**config.mk**
```make
export PLATFORM = sky130hd
export DESIGN_NAME = rl_dma_flat
export DESIGN_NICKNAME = d
export VERILOG_FILES = /design/src/rtl/rl_dma_pkg.sv /design/src/rtl/rl_dma_if.sv /design/src/rtl/rl_dma_cnt.sv /design/src/rtl/rl_dma.sv /design/src/flat_wrapper.sv
export SDC_FILE = /design/constraint.sdc
export NUM_CORES = 1
export LEC_CHECK = 0
export CORE_MARGIN = 4
export CORE_UTILIZATION = 44
export CTS_CLUSTER_DIAMETER = 30
export DETAILED_ROUTE_END_ITERATION = 6
export PLACE_DENSITY = 0.77
export SLEW_MARGIN = 20
export SYNTH_ARGS = -nofsm -noshare
export SYNTH_HDL_FRONTEND = slang
export SYNTH_SLANG_ARGS = --single-unit
```
**constraint.sdc**
```tcl
create_clock -name CLOCK -period 1.8 [get_ports CLOCK]
set_input_delay 0.18 -clock CLOCK [delete_from_list [all_inputs] [get_ports CLOCK]]
set_output_delay 0.18 -clock CLOCK [all_outputs]
set_load 0.01 [all_outputs]
```
**src/rtl/rl_dma_pkg.sv**
```systemverilog
// rl_dma_pkg: shared types and constants for the RL01/2 Unibus NPR DMA master.
//   state_t      - bus-cycle sequencer states
//   C_DATI/C_DATO - Unibus C[1:0] cycle codes
//   IDENT        - value returned by ARM register 0
//   REG_*        - ARM register indices
package rl_dma_pkg;

  typedef enum logic [2:0] {
    ST_IDLE,
    ST_REQ,
    ST_SACK,
    ST_OWN,
    ST_MSYN,
    ST_DROP
  } state_t;

  localparam logic [1:0]  C_DATI = 2'b00;
  localparam logic [1:0]  C_DATO = 2'b10;

  // "DM", version 3
  localparam logic [31:0] IDENT  = 32'h444D1003;

  localparam logic [1:0]  REG_IDENT = 2'd0;
  localparam logic [1:0]  REG_CSR   = 2'd1;
  localparam logic [1:0]  REG_DATA  = 2'd2;
  localparam logic [1:0]  REG_CLR   = 2'd3;

endpackage

```
**src/rtl/rl_dma_if.sv**
```systemverilog
// rl_dma_if: Unibus-side signal bundle of the DMA master.
//   Inputs to the master : init_in_h, npg_in_h, bbsy_in_h, ssyn_in_h, d_in_h[15:0]
//   Outputs of the master: npr_out_h, sack_out_h, bbsy_out_h, msyn_out_h,
//                          a_out_h[ADDRBITS-1:0], c_out_h[1:0], d_out_h[15:0]
//   modport master - the DMA block; modport slave - the bus / arbiter side.
interface rl_dma_if #(
  parameter int ADDRBITS = 18
) ();

  logic                init_in_h;
  logic                npg_in_h;
  logic                bbsy_in_h;
  logic                ssyn_in_h;
  logic [15:0]         d_in_h;
  logic                npr_out_h;
  logic                sack_out_h;
  logic                bbsy_out_h;
  logic                msyn_out_h;
  logic [ADDRBITS-1:0] a_out_h;
  logic [1:0]          c_out_h;
  logic [15:0]         d_out_h;

  modport master (
    input  init_in_h, npg_in_h, bbsy_in_h, ssyn_in_h, d_in_h,
    output npr_out_h, sack_out_h, bbsy_out_h, msyn_out_h, a_out_h, c_out_h, d_out_h
  );

  modport slave (
    output init_in_h, npg_in_h, bbsy_in_h, ssyn_in_h, d_in_h,
    input  npr_out_h, sack_out_h, bbsy_out_h, msyn_out_h, a_out_h, c_out_h, d_out_h
  );

endinterface

```
**src/rtl/rl_dma_cnt.sv**
```systemverilog
// rl_dma_cnt: loadable down-counter that stops at zero. Used for the
// DESKEW delay and for the optional SSYN timeout.
//   i_clk, i_rst_n - clock, async active-low reset
//   i_load         - load i_load_val (has priority over i_dec)
//   i_load_val     - value to load
//   i_dec          - decrement by one unless already zero
//   o_cnt          - current count
module rl_dma_cnt #(
  parameter int W = 8
) (
  input  logic         i_clk,
  input  logic         i_rst_n,
  input  logic         i_load,
  input  logic [W-1:0] i_load_val,
  input  logic         i_dec,
  output logic [W-1:0] o_cnt
);

  logic [W-1:0] r_cnt;

  always_ff @(posedge i_clk or negedge i_rst_n) begin
    if (!i_rst_n) begin
      r_cnt <= '0;
    end else if (i_load) begin
      r_cnt <= i_load_val;
    end else if (i_dec && (r_cnt != '0)) begin
      r_cnt <= r_cnt - 1'b1;
    end
  end

  assign o_cnt = r_cnt;

endmodule

```
**src/rtl/rl_dma.sv**
```systemverilog
// rl_dma: Unibus NPR master performing one DMA word transfer (DATI/DATO)
// per ARM START command for the RL01/2 disk path.
//   CLOCK, RESET_N        - system clock, async active-low reset
//   armwrite, armwaddr,
//   armwdata              - ARM register write port
//   armraddr, armrdata    - ARM register read port (combinational read)
//   armintrq              - DONE, wakes the ARM service
//   bus (rl_dma_if.master)- Unibus request/grant, MSYN/SSYN, address/data
// Build option: define RL_DMA_NXM_TIMER_EN to build the SSYN timeout that
// ends an unanswered MSYN after TIMEOUT cycles and flags NXM. Without it
// MSYN waits for SSYN forever and NXM stays 0.
module rl_dma
  import rl_dma_pkg::*;
#(
  parameter int ADDRBITS = 18,
  parameter int DESKEW   = 8,
  parameter int TIMEOUT  = 1000
) (
  input  logic        CLOCK,
  input  logic        RESET_N,
  input  logic        armwrite,
  input  logic [1:0]  armraddr,
  input  logic [1:0]  armwaddr,
  input  logic [31:0] armwdata,
  output logic [31:0] armrdata,
  output logic        armintrq,
  rl_dma_if.master    bus
);

  localparam logic [7:0] DK_LOAD = 8'(DESKEW);

  state_t              r_state;
  logic                r_busy;
  logic                r_done;
  logic                r_nxm;
  logic                r_write;
  logic [ADDRBITS-1:0] r_addr;
  logic [15:0]         r_wdata;
  logic [15:0]         r_rdata;
  logic                r_npr;
  logic                r_sack;
  logic                r_bbsy;
  logic                r_msyn;
  logic [ADDRBITS-1:0] r_a;
  logic [1:0]          r_c;
  logic [15:0]         r_d;

  logic                w_start;
  logic                w_dk_load;
  logic                w_dk_dec;
  logic [7:0]          w_dk_cnt;
  logic                w_dk_last;
  logic                w_timeout;
  logic                w_unused_wdata;

  assign w_unused_wdata = ^{armwdata[29:ADDRBITS], armwdata[0]};

  // START is only honoured while idle; a START arriving while busy is dropped.
  assign w_start = armwrite && (armwaddr == REG_CSR) && armwdata[31] && !r_busy;

  // The deskew counter is reloaded while waiting (SACK, MSYN, DROP with SSYN
  // still high) so it always starts a full DESKEW run on the next state.
  assign w_dk_load = (r_state == ST_SACK) || (r_state == ST_MSYN) ||
                     ((r_state == ST_DROP) && bus.ssyn_in_h);
  assign w_dk_dec  = (r_state == ST_OWN) ||
                     ((r_state == ST_DROP) && !bus.ssyn_in_h);
  assign w_dk_last = (w_dk_cnt == 8'd1);

  rl_dma_cnt #(.W(8)) u_deskew (
    .i_clk      (CLOCK),
    .i_rst_n    (RESET_N),
    .i_load     (w_dk_load),
    .i_load_val (DK_LOAD),
    .i_dec      (w_dk_dec),
    .o_cnt      (w_dk_cnt)
  );

`ifdef RL_DMA_NXM_TIMER_EN
  localparam int TW = $clog2(TIMEOUT + 1);
  logic [TW-1:0] w_to_cnt;

  // Loaded with TIMEOUT outside MSYN; the TIMEOUT-th MSYN cycle sees 1.
  rl_dma_cnt #(.W(TW)) u_timeout (
    .i_clk      (CLOCK),
    .i_rst_n    (RESET_N),
    .i_load     (r_state != ST_MSYN),
    .i_load_val (TW'(TIMEOUT)),
    .i_dec      (r_state == ST_MSYN),
    .o_cnt      (w_to_cnt)
  );

  assign w_timeout = (w_to_cnt == TW'(1));
`else
  logic [31:0] w_unused_timeout;
  assign w_unused_timeout = TIMEOUT;
  assign w_timeout        = 1'b0;
`endif

  always_ff @(posedge CLOCK or negedge RESET_N) begin
    if (!RESET_N) begin
      r_state <= ST_IDLE;
      r_busy  <= 1'b0;
      r_done  <= 1'b0;
      r_nxm   <= 1'b0;
      r_write <= 1'b0;
      r_addr  <= '0;
      r_wdata <= '0;
      r_rdata <= '0;
      r_npr   <= 1'b0;
      r_sack  <= 1'b0;
      r_bbsy  <= 1'b0;
      r_msyn  <= 1'b0;
      r_a     <= '0;
      r_c     <= '0;
      r_d     <= '0;
    end else begin
      if (bus.init_in_h) begin
        // Bus INIT aborts the cycle; DONE/NXM and the data registers survive.
        r_state <= ST_IDLE;
        r_busy  <= 1'b0;
        r_npr   <= 1'b0;
        r_sack  <= 1'b0;
        r_bbsy  <= 1'b0;
        r_msyn  <= 1'b0;
        r_a     <= '0;
        r_c     <= '0;
        r_d     <= '0;
      end else begin
        case (r_state)
          ST_IDLE: begin
            if (w_start) begin
              r_state <= ST_REQ;
              r_busy  <= 1'b1;
              r_done  <= 1'b0;
              r_nxm   <= 1'b0;
              r_npr   <= 1'b1;
            end
          end
          ST_REQ: begin
            if (bus.npg_in_h) begin
              r_state <= ST_SACK;
              r_npr   <= 1'b0;
              r_sack  <= 1'b1;
            end
          end
          ST_SACK: begin
            // Take the bus only once the grant is gone and the previous
            // master has finished (BBSY and SSYN both clear).
            if (!bus.npg_in_h && !bus.bbsy_in_h && !bus.ssyn_in_h) begin
              r_state <= ST_OWN;
              r_sack  <= 1'b0;
              r_bbsy  <= 1'b1;
              r_a     <= r_addr;
              r_c     <= r_write ? C_DATO : C_DATI;
              r_d     <= r_write ? r_wdata : 16'h0000;
            end
          end
          ST_OWN: begin
            if (w_dk_last) begin
              r_state <= ST_MSYN;
              r_msyn  <= 1'b1;
            end
          end
          ST_MSYN: begin
            if (bus.ssyn_in_h) begin
              if (!r_write) begin
                r_rdata <= bus.d_in_h;
              end
              r_state <= ST_DROP;
              r_msyn  <= 1'b0;
            end else if (w_timeout) begin
              r_nxm   <= 1'b1;
              r_state <= ST_DROP;
              r_msyn  <= 1'b0;
            end
          end
          ST_DROP: begin
            if (!bus.ssyn_in_h && w_dk_last) begin
              r_state <= ST_IDLE;
              r_bbsy  <= 1'b0;
              r_a     <= '0;
              r_c     <= '0;
              r_d     <= '0;
              r_busy  <= 1'b0;
              r_done  <= 1'b1;
            end
          end
          default: begin
            r_state <= ST_IDLE;
          end
        endcase
      end

      if (armwrite && !r_busy) begin
        if (armwaddr == REG_CSR) begin
          r_addr  <= {armwdata[ADDRBITS-1:1], 1'b0};
          r_write <= armwdata[30];
        end else if (armwaddr == REG_DATA) begin
          r_wdata <= armwdata[15:0];
        end
      end

      // Placed last so a clear coinciding with completion leaves DONE at 0.
      if (armwrite && (armwaddr == REG_CLR)) begin
        r_done <= 1'b0;
        r_nxm  <= 1'b0;
      end
    end
  end

  always_comb begin
    armrdata = 32'h0;
    case (armraddr)
      REG_IDENT: armrdata = IDENT;
      REG_CSR:   armrdata = {r_busy, r_done, r_nxm, {(29-ADDRBITS){1'b0}}, r_addr};
      REG_DATA:  armrdata = {r_rdata, r_wdata};
      default:   armrdata = 32'h0;
    endcase
  end

  assign armintrq       = r_done;
  assign bus.npr_out_h  = r_npr;
  assign bus.sack_out_h = r_sack;
  assign bus.bbsy_out_h = r_bbsy;
  assign bus.msyn_out_h = r_msyn;
  assign bus.a_out_h    = r_a;
  assign bus.c_out_h    = r_c;
  assign bus.d_out_h    = r_d;

endmodule

```
**src/flat_wrapper.sv**
```systemverilog
// flat-port wrapper written by rule: the top's interface ports become plain ports
module rl_dma_flat import rl_dma_pkg::*;
#(
  parameter int ADDRBITS = 18,
  parameter int DESKEW   = 8,
  parameter int TIMEOUT  = 1000
)
  (CLOCK, RESET_N, armwrite, armraddr, armwaddr, armwdata, armrdata, armintrq, bus_init_in_h, bus_npg_in_h, bus_bbsy_in_h, bus_ssyn_in_h, bus_d_in_h, bus_npr_out_h, bus_sack_out_h, bus_bbsy_out_h, bus_msyn_out_h, bus_a_out_h, bus_c_out_h, bus_d_out_h);
  rl_dma_if #(.ADDRBITS(ADDRBITS)) bus_i ();
  input  logic CLOCK;
  input  logic RESET_N;
  input  logic armwrite;
  input  logic [1:0] armraddr;
  input  logic [1:0] armwaddr;
  input  logic [31:0] armwdata;
  output logic [31:0] armrdata;
  output logic armintrq;
  input wire logic [$bits(bus_i.init_in_h)-1:0] bus_init_in_h;
  input wire logic [$bits(bus_i.npg_in_h)-1:0] bus_npg_in_h;
  input wire logic [$bits(bus_i.bbsy_in_h)-1:0] bus_bbsy_in_h;
  input wire logic [$bits(bus_i.ssyn_in_h)-1:0] bus_ssyn_in_h;
  input wire logic [$bits(bus_i.d_in_h)-1:0] bus_d_in_h;
  output wire logic [$bits(bus_i.npr_out_h)-1:0] bus_npr_out_h;
  output wire logic [$bits(bus_i.sack_out_h)-1:0] bus_sack_out_h;
  output wire logic [$bits(bus_i.bbsy_out_h)-1:0] bus_bbsy_out_h;
  output wire logic [$bits(bus_i.msyn_out_h)-1:0] bus_msyn_out_h;
  output wire logic [$bits(bus_i.a_out_h)-1:0] bus_a_out_h;
  output wire logic [$bits(bus_i.c_out_h)-1:0] bus_c_out_h;
  output wire logic [$bits(bus_i.d_out_h)-1:0] bus_d_out_h;
  assign bus_i.init_in_h = bus_init_in_h;
  assign bus_i.npg_in_h = bus_npg_in_h;
  assign bus_i.bbsy_in_h = bus_bbsy_in_h;
  assign bus_i.ssyn_in_h = bus_ssyn_in_h;
  assign bus_i.d_in_h = bus_d_in_h;
  assign bus_npr_out_h = bus_i.npr_out_h;
  assign bus_sack_out_h = bus_i.sack_out_h;
  assign bus_bbsy_out_h = bus_i.bbsy_out_h;
  assign bus_msyn_out_h = bus_i.msyn_out_h;
  assign bus_a_out_h = bus_i.a_out_h;
  assign bus_c_out_h = bus_i.c_out_h;
  assign bus_d_out_h = bus_i.d_out_h;
  rl_dma #(.ADDRBITS(ADDRBITS), .DESKEW(DESKEW), .TIMEOUT(TIMEOUT)) u_core (.CLOCK(CLOCK), .RESET_N(RESET_N), .armwrite(armwrite), .armraddr(armraddr), .armwaddr(armwaddr), .armwdata(armwdata), .armrdata(armrdata), .armintrq(armintrq), .bus(bus_i));
endmodule
```
# Word level (Yosys, flattened, before mapping)

Index checks and enable logic that the tools add are counted.

Register bits after elaboration: 104
Input bits: 59
Output and inout bits: 73
Logic and storage cells: 132

Add/subtract/negate cells: 1
Eq/ne operators: 20
Multiplexer cells: 51
Bitwise gates (word level): 3
Reductions and logical operators: 41

Operators by type and width:

| kind                | count |
|---|---|
| $pmux 32 s3         | 1 |
| $mux 16             | 4 |
| $mux 18             | 3 |
| $pmux 18 s2         | 1 |
| $pmux 16 s2         | 1 |
| $mux 3              | 7 |
| $reduce_and 3->1    | 7 |
| $mux 1              | 20 |
| $pmux 3 s6          | 1 |
| $reduce_bool 3->1   | 6 |
| $mux 8              | 2 |
| $ne 3x3->1 const B  | 5 |
| $pmux 1 s2          | 6 |
| $logic_and 1x1->1   | 11 |
| $eq 8x1->1 const B  | 1 |
| $mux 2              | 4 |
| $reduce_and 4->1    | 2 |
| $reduce_bool 8->1   | 1 |
| $sub 8x1->8 const B | 1 |
| $eq 2x2->1 const B  | 3 |
| $eq 3x2->1 const B  | 2 |
| $eq 3x3->1 const B  | 2 |
| $ne 3x2->1 const B  | 2 |
| $reduce_and 6->1    | 1 |
| 12 further kinds    | 22 |

# Depth between registers and ports, before layout

Depth in word-level cells: 8
Mapped depth: 8
Mapped depth without buffers: 5

# Modules after synthesis

A second synthesis with hierarchy kept.

Cells, all modules: 375
Area, all modules: 4639.4 um^2

Modules (own cells, without submodules):

| module     | instances | cells each | area each (um^2) | seq. area each (um^2) |
|---|---|---|---|---|
| rl_dma     | 1         | 311        | 4040.1           | 2327.2 |
| rl_dma_cnt | 1         | 64         | 599.3            | 200.2 |

# Worst setup path before layout

OpenSTA, ideal clock, no wires.

Path kind: reg-to-reg
From: register u_core.r_state[1]
To: register u_core.r_rdata[0]
Library setup time: 125 ps
Arrival time: 1633 ps
Required time: 1675 ps
Slack: 42 ps
Cell stages (with the launch flop): 7
Path buffers: 3
Period minus slack after synthesis: 1758 ps
Cell sequence: dfrtp_1 > buf_4 > nand3b_4 > or4_4 > buf_6 > buf_12 > mux2_4

Word-level cells in the longest chain between the ends: 2

Ends and longest elaborated chain:

| item                              | RTL line      | RTL |
|---|---|---|
| start, declared                   | rl_dma.sv:32  | `state_t r_state;` |
| start signal, assigned            | rl_dma.sv:101 | `r_state <= ST_IDLE;` |
| start signal, assigned            | rl_dma.sv:119 | `r_state <= ST_IDLE;` |
| start signal, assigned            | rl_dma.sv:132 | `r_state <= ST_REQ;` |
| $eq 3x3->1                        | rl_dma.sv:129 | `case (r_state)` |
| $reduce_and 4->1 (no source line) | --            |  |
| end signal, assigned              | rl_dma.sv:167 | `r_rdata <= bus.d_in_h;` |
| end, declared                     | rl_dma.sv:39  | `logic [15:0] r_rdata;` |

No other way between the ends.
A chain may end at the register's enable or synchronous reset.

# Worst setup path in the final report

From: input port armraddr[0]
To: output port armrdata[26]

Word-level cells in the longest chain between the ends: 2
Elaborated cells between the ends (all ways): 4
Those cells by class: eq/ne: 2; mux: 1; reduce/logical: 1

Ends and longest elaborated chain:

| item                               | RTL line           | RTL |
|---|---|---|
| start, declared                    | flat_wrapper.sv:13 | `input logic [1:0] armraddr;` |
| $eq 2x2->1 (tied with other cells) | rl_dma.sv:213      | `case (armraddr)` |
| $pmux 32 s3 *                      | rl_dma.sv:213      |  |
| end, declared                      | flat_wrapper.sv:16 | `output logic [31:0] armrdata;` |

Mark *: on every way between the ends. The rest lies on a longest branch, timed or not.

==> metrics.md <==
| Metric | Value |
|---|---|
| Starting density of the core | `0.4481` |
| Num CTS Buffers | `9` |
| Core area | `around 0.011 mm²` |
| Critical path arrival | `1.58 ns` |
| Synth cell types | `50` |
| Tmin final | `1.757 ns` |
| Status | `completed` |
| Placed cells | `between 600 and 700` |
| Final Max Tran Viols | `0` |
| First-pass GRT wire length | `19.49 mm` |
| Tot Pwr | `5592 µW` |
| Multi-input gate area | `0.002016 mm²` |
| Die Span Y | `112.8 µm` |
| Root buf cell | `clkbuf_8` |
| Gpl congestion | `between 0.8 and 0.9` |
| Port bufs | `around 120` |
| Final period util | `0.9761` |
| Hpwl dp | `around 8.9 mm` |
| Cells after Synth | `around 420` |
| Die Wd | `112.8 µm` |
| Deepest clock path buffer count | `2` |
| Skew final | `0.02219 ns` |
| Reg2reg path depth | `6` |
| DR vias | `~3700` |
| Largest net degree at the start of global routing | `38` |
| Clock Latency Late Sink | `0.37 ns` |
| Max VDD drop | `0.4311 mV` |
| Layout Nets | `approximately 640` |
| Io pins | `132` |
| Leak pwr | `0.003189 µW` |
| Layout cells sized above 1 | `0.2496` |
| DR iter-0 viols | `approximately 170` |
| Synth Register Bits | `101` |
| Post-route cell area | `0.006759 mm²` |
| Final setup fails | `0` |
| DRT Pass-1 Iters | `4` |
| Fillers | `871` |
| DIE AREA | `0.01273 mm²` |
| P per Cell Area | `~830 mW/mm²` |
| Placed Area | `0.006414 mm²` |
| Clock network power share | `0.253` |
| TritonCTS clock tree | `built` |
| RR Startpoint | `u_core.u_deskew.o_cnt[2]` |
| Net Switching | `approximately 1700 µW` |
| Number of global-route vias before repair | `3814` |
| GRT busiest layer | `met2` |
| Internal Pwr Total | `3912 µW` |
| Clock sinks | `101` |
| Min-Delay Path Class | `input port to asynchronous set/reset pin` |
| Crit start category | `input port` |
| Seq pwr share | `0.501` |
| Switch share | `0.3004` |
| Crit path max fanout | `13` |
| Detail Route Antenna Nets | `0` |
| Area of the mapped netlist | `0.004836 mm²` |
| Worst Path Required | `1.62 ns` |
| Grt met2 use | `0.3345` |
| Ys Warns | `0` |
| Grt ovf | `0` |
| Met3 Resource Use GR | `0.03369` |
| Combinational power share | `0.247` |
| Antenna cells | `0` |
| Vias per cell | `approximately 5` |
| Max-cap violations | `0` |
| FP Rows | `38` |
| Wire per inst | `17.13 µm` |
| Register area | `0.002531 mm²` |
| DR DRC count | `0` |
| Initial antenna violation count | `0` |
| RSZ-0062 raised after global routing | `true` |
| Reg-to-Reg End | `u_core.bus.a_out_h[16]` |
| Hold slack | `0.2786 ns` |
| Global-route usage over all layers | `0.1936` |
| FMAX | `~0.57 GHz` |
| Clock slew at reported path FFs | `0.11 ns` |
| M1 GR Usage | `0.2506` |
| Avg Cell Area, Syn | `11.46 µm²` |
| H-tree depth | `3` |
| Critical path class | `input port to primary output` |
| Routed Wire Length | `approximately 12 mm` |
| FF-to-FF setup slack | `about 0.043 ns` |
| Crit. End Element | `primary output` |
| Area delta synth->final | `39.77%` |
| Seq/Total Area, Yosys | `0.5226` |
| Final non-filler cell total | `725` |
| Final hold viol count | `0` |
[cell type report]
class                      instances  area share
tap                              140     0.02592
timing repair buffer             170      0.2490
clock inverter                     6    0.007590
clock buffer                      10     0.02036
multi-input combinational        254      0.2982
inverter                          44     0.02444
sequential                       101      0.3745
[per-layer routing]
| layer | up-vias | wire [µm] |
|---|---|---|
| li1 | 1756 | - |
| met1 | 1836 | 5369 |
| met2 | 83 | 6337 |
| met3 | 14 | 524 |
| met4 | 0 | 189 |
| met5 | - | 0 |
[cells by family (layout without fill, tap and decap cells)]
| group | after synthesis | count (layout) | synth area share |
|---|---|---|---|
| AO/OA/AOI/OAI | 65 | 65 | 0.09211 |
| adder cells (fa/ha/maj) | 2 | 2 | 0.005174 |
| XOR/XNOR | 1 | 1 | 0.001811 |
| AND/OR/NAND/NOR | 99 | 99 | 0.1136 |
| flip-flops | 101 | 101 | 0.5226 |
| other | 1 | 2 | 0.0007755 |
| multiplexers | 85 | 85 | 0.1966 |
| buffers and inverters | 68 | 230 | 0.06727 |
[metrics by stage]
step	utilization	TNS, ns	setup slack [ns]
final	0.6262	0	0.04299
after global routing	0.6262	-0.5892	-0.05277
after detailed placement	0.5943	-14.08	-0.2844
after floorplan	-	0	0.04210
after CTS	0.6145	0	0.001140
after global placement	0.5943	-11.93	-0.2212
[worst max-delay path, cell delays in order]
cell             delay [ns]
clkdlybuf4s50_1        0.47
buf_4                  0.22
a21oi_1                0.13
clkdlybuf4s50_1        0.58
[synth_stat cells, drive strengths merged]
cell type	instances	area, µm²
and2	8	50.05
a31o	1	8.760
conb	1	3.750
a22oi	1	7.510
nor3	4	35.03
o2111ai	1	8.760
o21ai	12	60.06
nand2	44	165.2
nand3b	3	35.03
or3	3	20.02
nor2	8	30.03
xnor2	1	8.760
and4	1	8.760
o21a	2	15.01
a21oi	21	108.9
or2	1	6.260
nand3	4	20.02
a211oi	1	12.51
or4	1	11.26
a21o	2	15.01
o31ai	2	15.01
inv	44	165.2
ha	2	25.02
buf	14	122.6
a22o	15	131.4
nor3b	1	18.77
o211ai	3	22.52
nand4bb	1	11.26
mux2i	35	350.3
and4bb	1	12.51
dfrtp	101	2527
and3	1	6.260
o221a	1	11.26
a32oi	2	17.52
or4b	1	10.01
a2111o	1	11.26
clkbuf	10	37.54
nor2b	8	50.05
nand2b	5	33.78
nand4	4	25.02
mux2	50	600.6
[state kept, by name, indices dropped and copies added, names as in the netlist]
name,count
u_core.bus.bbsy_out_h,1
u_core.r_wdata,16
u_core.bus.sack_out_h,1
u_core.bus.a_out_h,17
u_core.bus.c_out_h,1
u_core.u_deskew.o_cnt,8
u_core.r_state,3
u_core.r_addr,17
u_core.bus.msyn_out_h,1
u_core.r_busy,1
u_core.armintrq,1
u_core.bus.npr_out_h,1
u_core.bus.d_out_h,16
u_core.r_rdata,16
u_core.r_write,1
[cell usage in the layout (no fill, tap or decap), types with 3 or more instances in the layout]
cell,n
nand3_1,4
mux2i_1,33
nand2_1,44
inv_1,44
nand4_1,4
o21ai_0,12
mux2_2,40
and2_1,8
nand2b_1,4
o211ai_1,3
nor2b_1,5
dfrtp_2,3
mux2_4,10
buf_12,7
buf_4,39
clkdlybuf4s50_1,86
dlymetal6s2s_1,3
a21oi_1,20
inv_6,3
clkbuf_8,10
dlygate4sd2_1,22
nor2_1,8
dfrtp_1,98
a22o_1,15
buf_6,5
[worst max-delay path by stage]
stage                                  start                      to  slack, ns  cells past startpoint
floorplan                  u_core.r_state[1]       u_core.r_rdata[0]       0.04                      6
global placement                 armraddr[1]            armrdata[15]      -0.22                      5
detailed placement               armraddr[1]             armrdata[8]      -0.28                      5
CTS                              armraddr[1]            armrdata[14]      0.001                      6
global route        u_core.u_deskew.o_cnt[2]  u_core.bus.a_out_h[16]      -0.05                      6
finish                           armraddr[0]            armrdata[26]       0.04                      4
[what timing repair did]
| item | 4_1_cts | 5_1_grt |
|---|---|---|
| endpoints found under the setup margin | 39 | 42 |
| pin swaps | 0 | 4 |
| buffers inserted | 2 | 8 |
| resized for setup | 42 | 12 |
| endpoints found under the hold margin | 30 | 0 |
| hold buffers | 1 | 0 |
| cloned | 0 | 2 |
[power by group through the flow]
| stage | Clock [µW] | Combinational, µW | Sequential (µW) |
|---|---|---|---|
| 6_report | 1410 | 1380 | 2800 |
| 4_1_cts | 1440 | 1340 | 2800 |
| 5_1_grt | 1530 | 1500 | 2840 |
| 3_5_place_dp | 0 | 1350 | 2840 |
| 2_1_floorplan | 0 | 604 | 2820 |
| 3_3_place_gp | 0 | 1320 | 2820 |
Note: power is estimated with default switching activity, not from simulation.
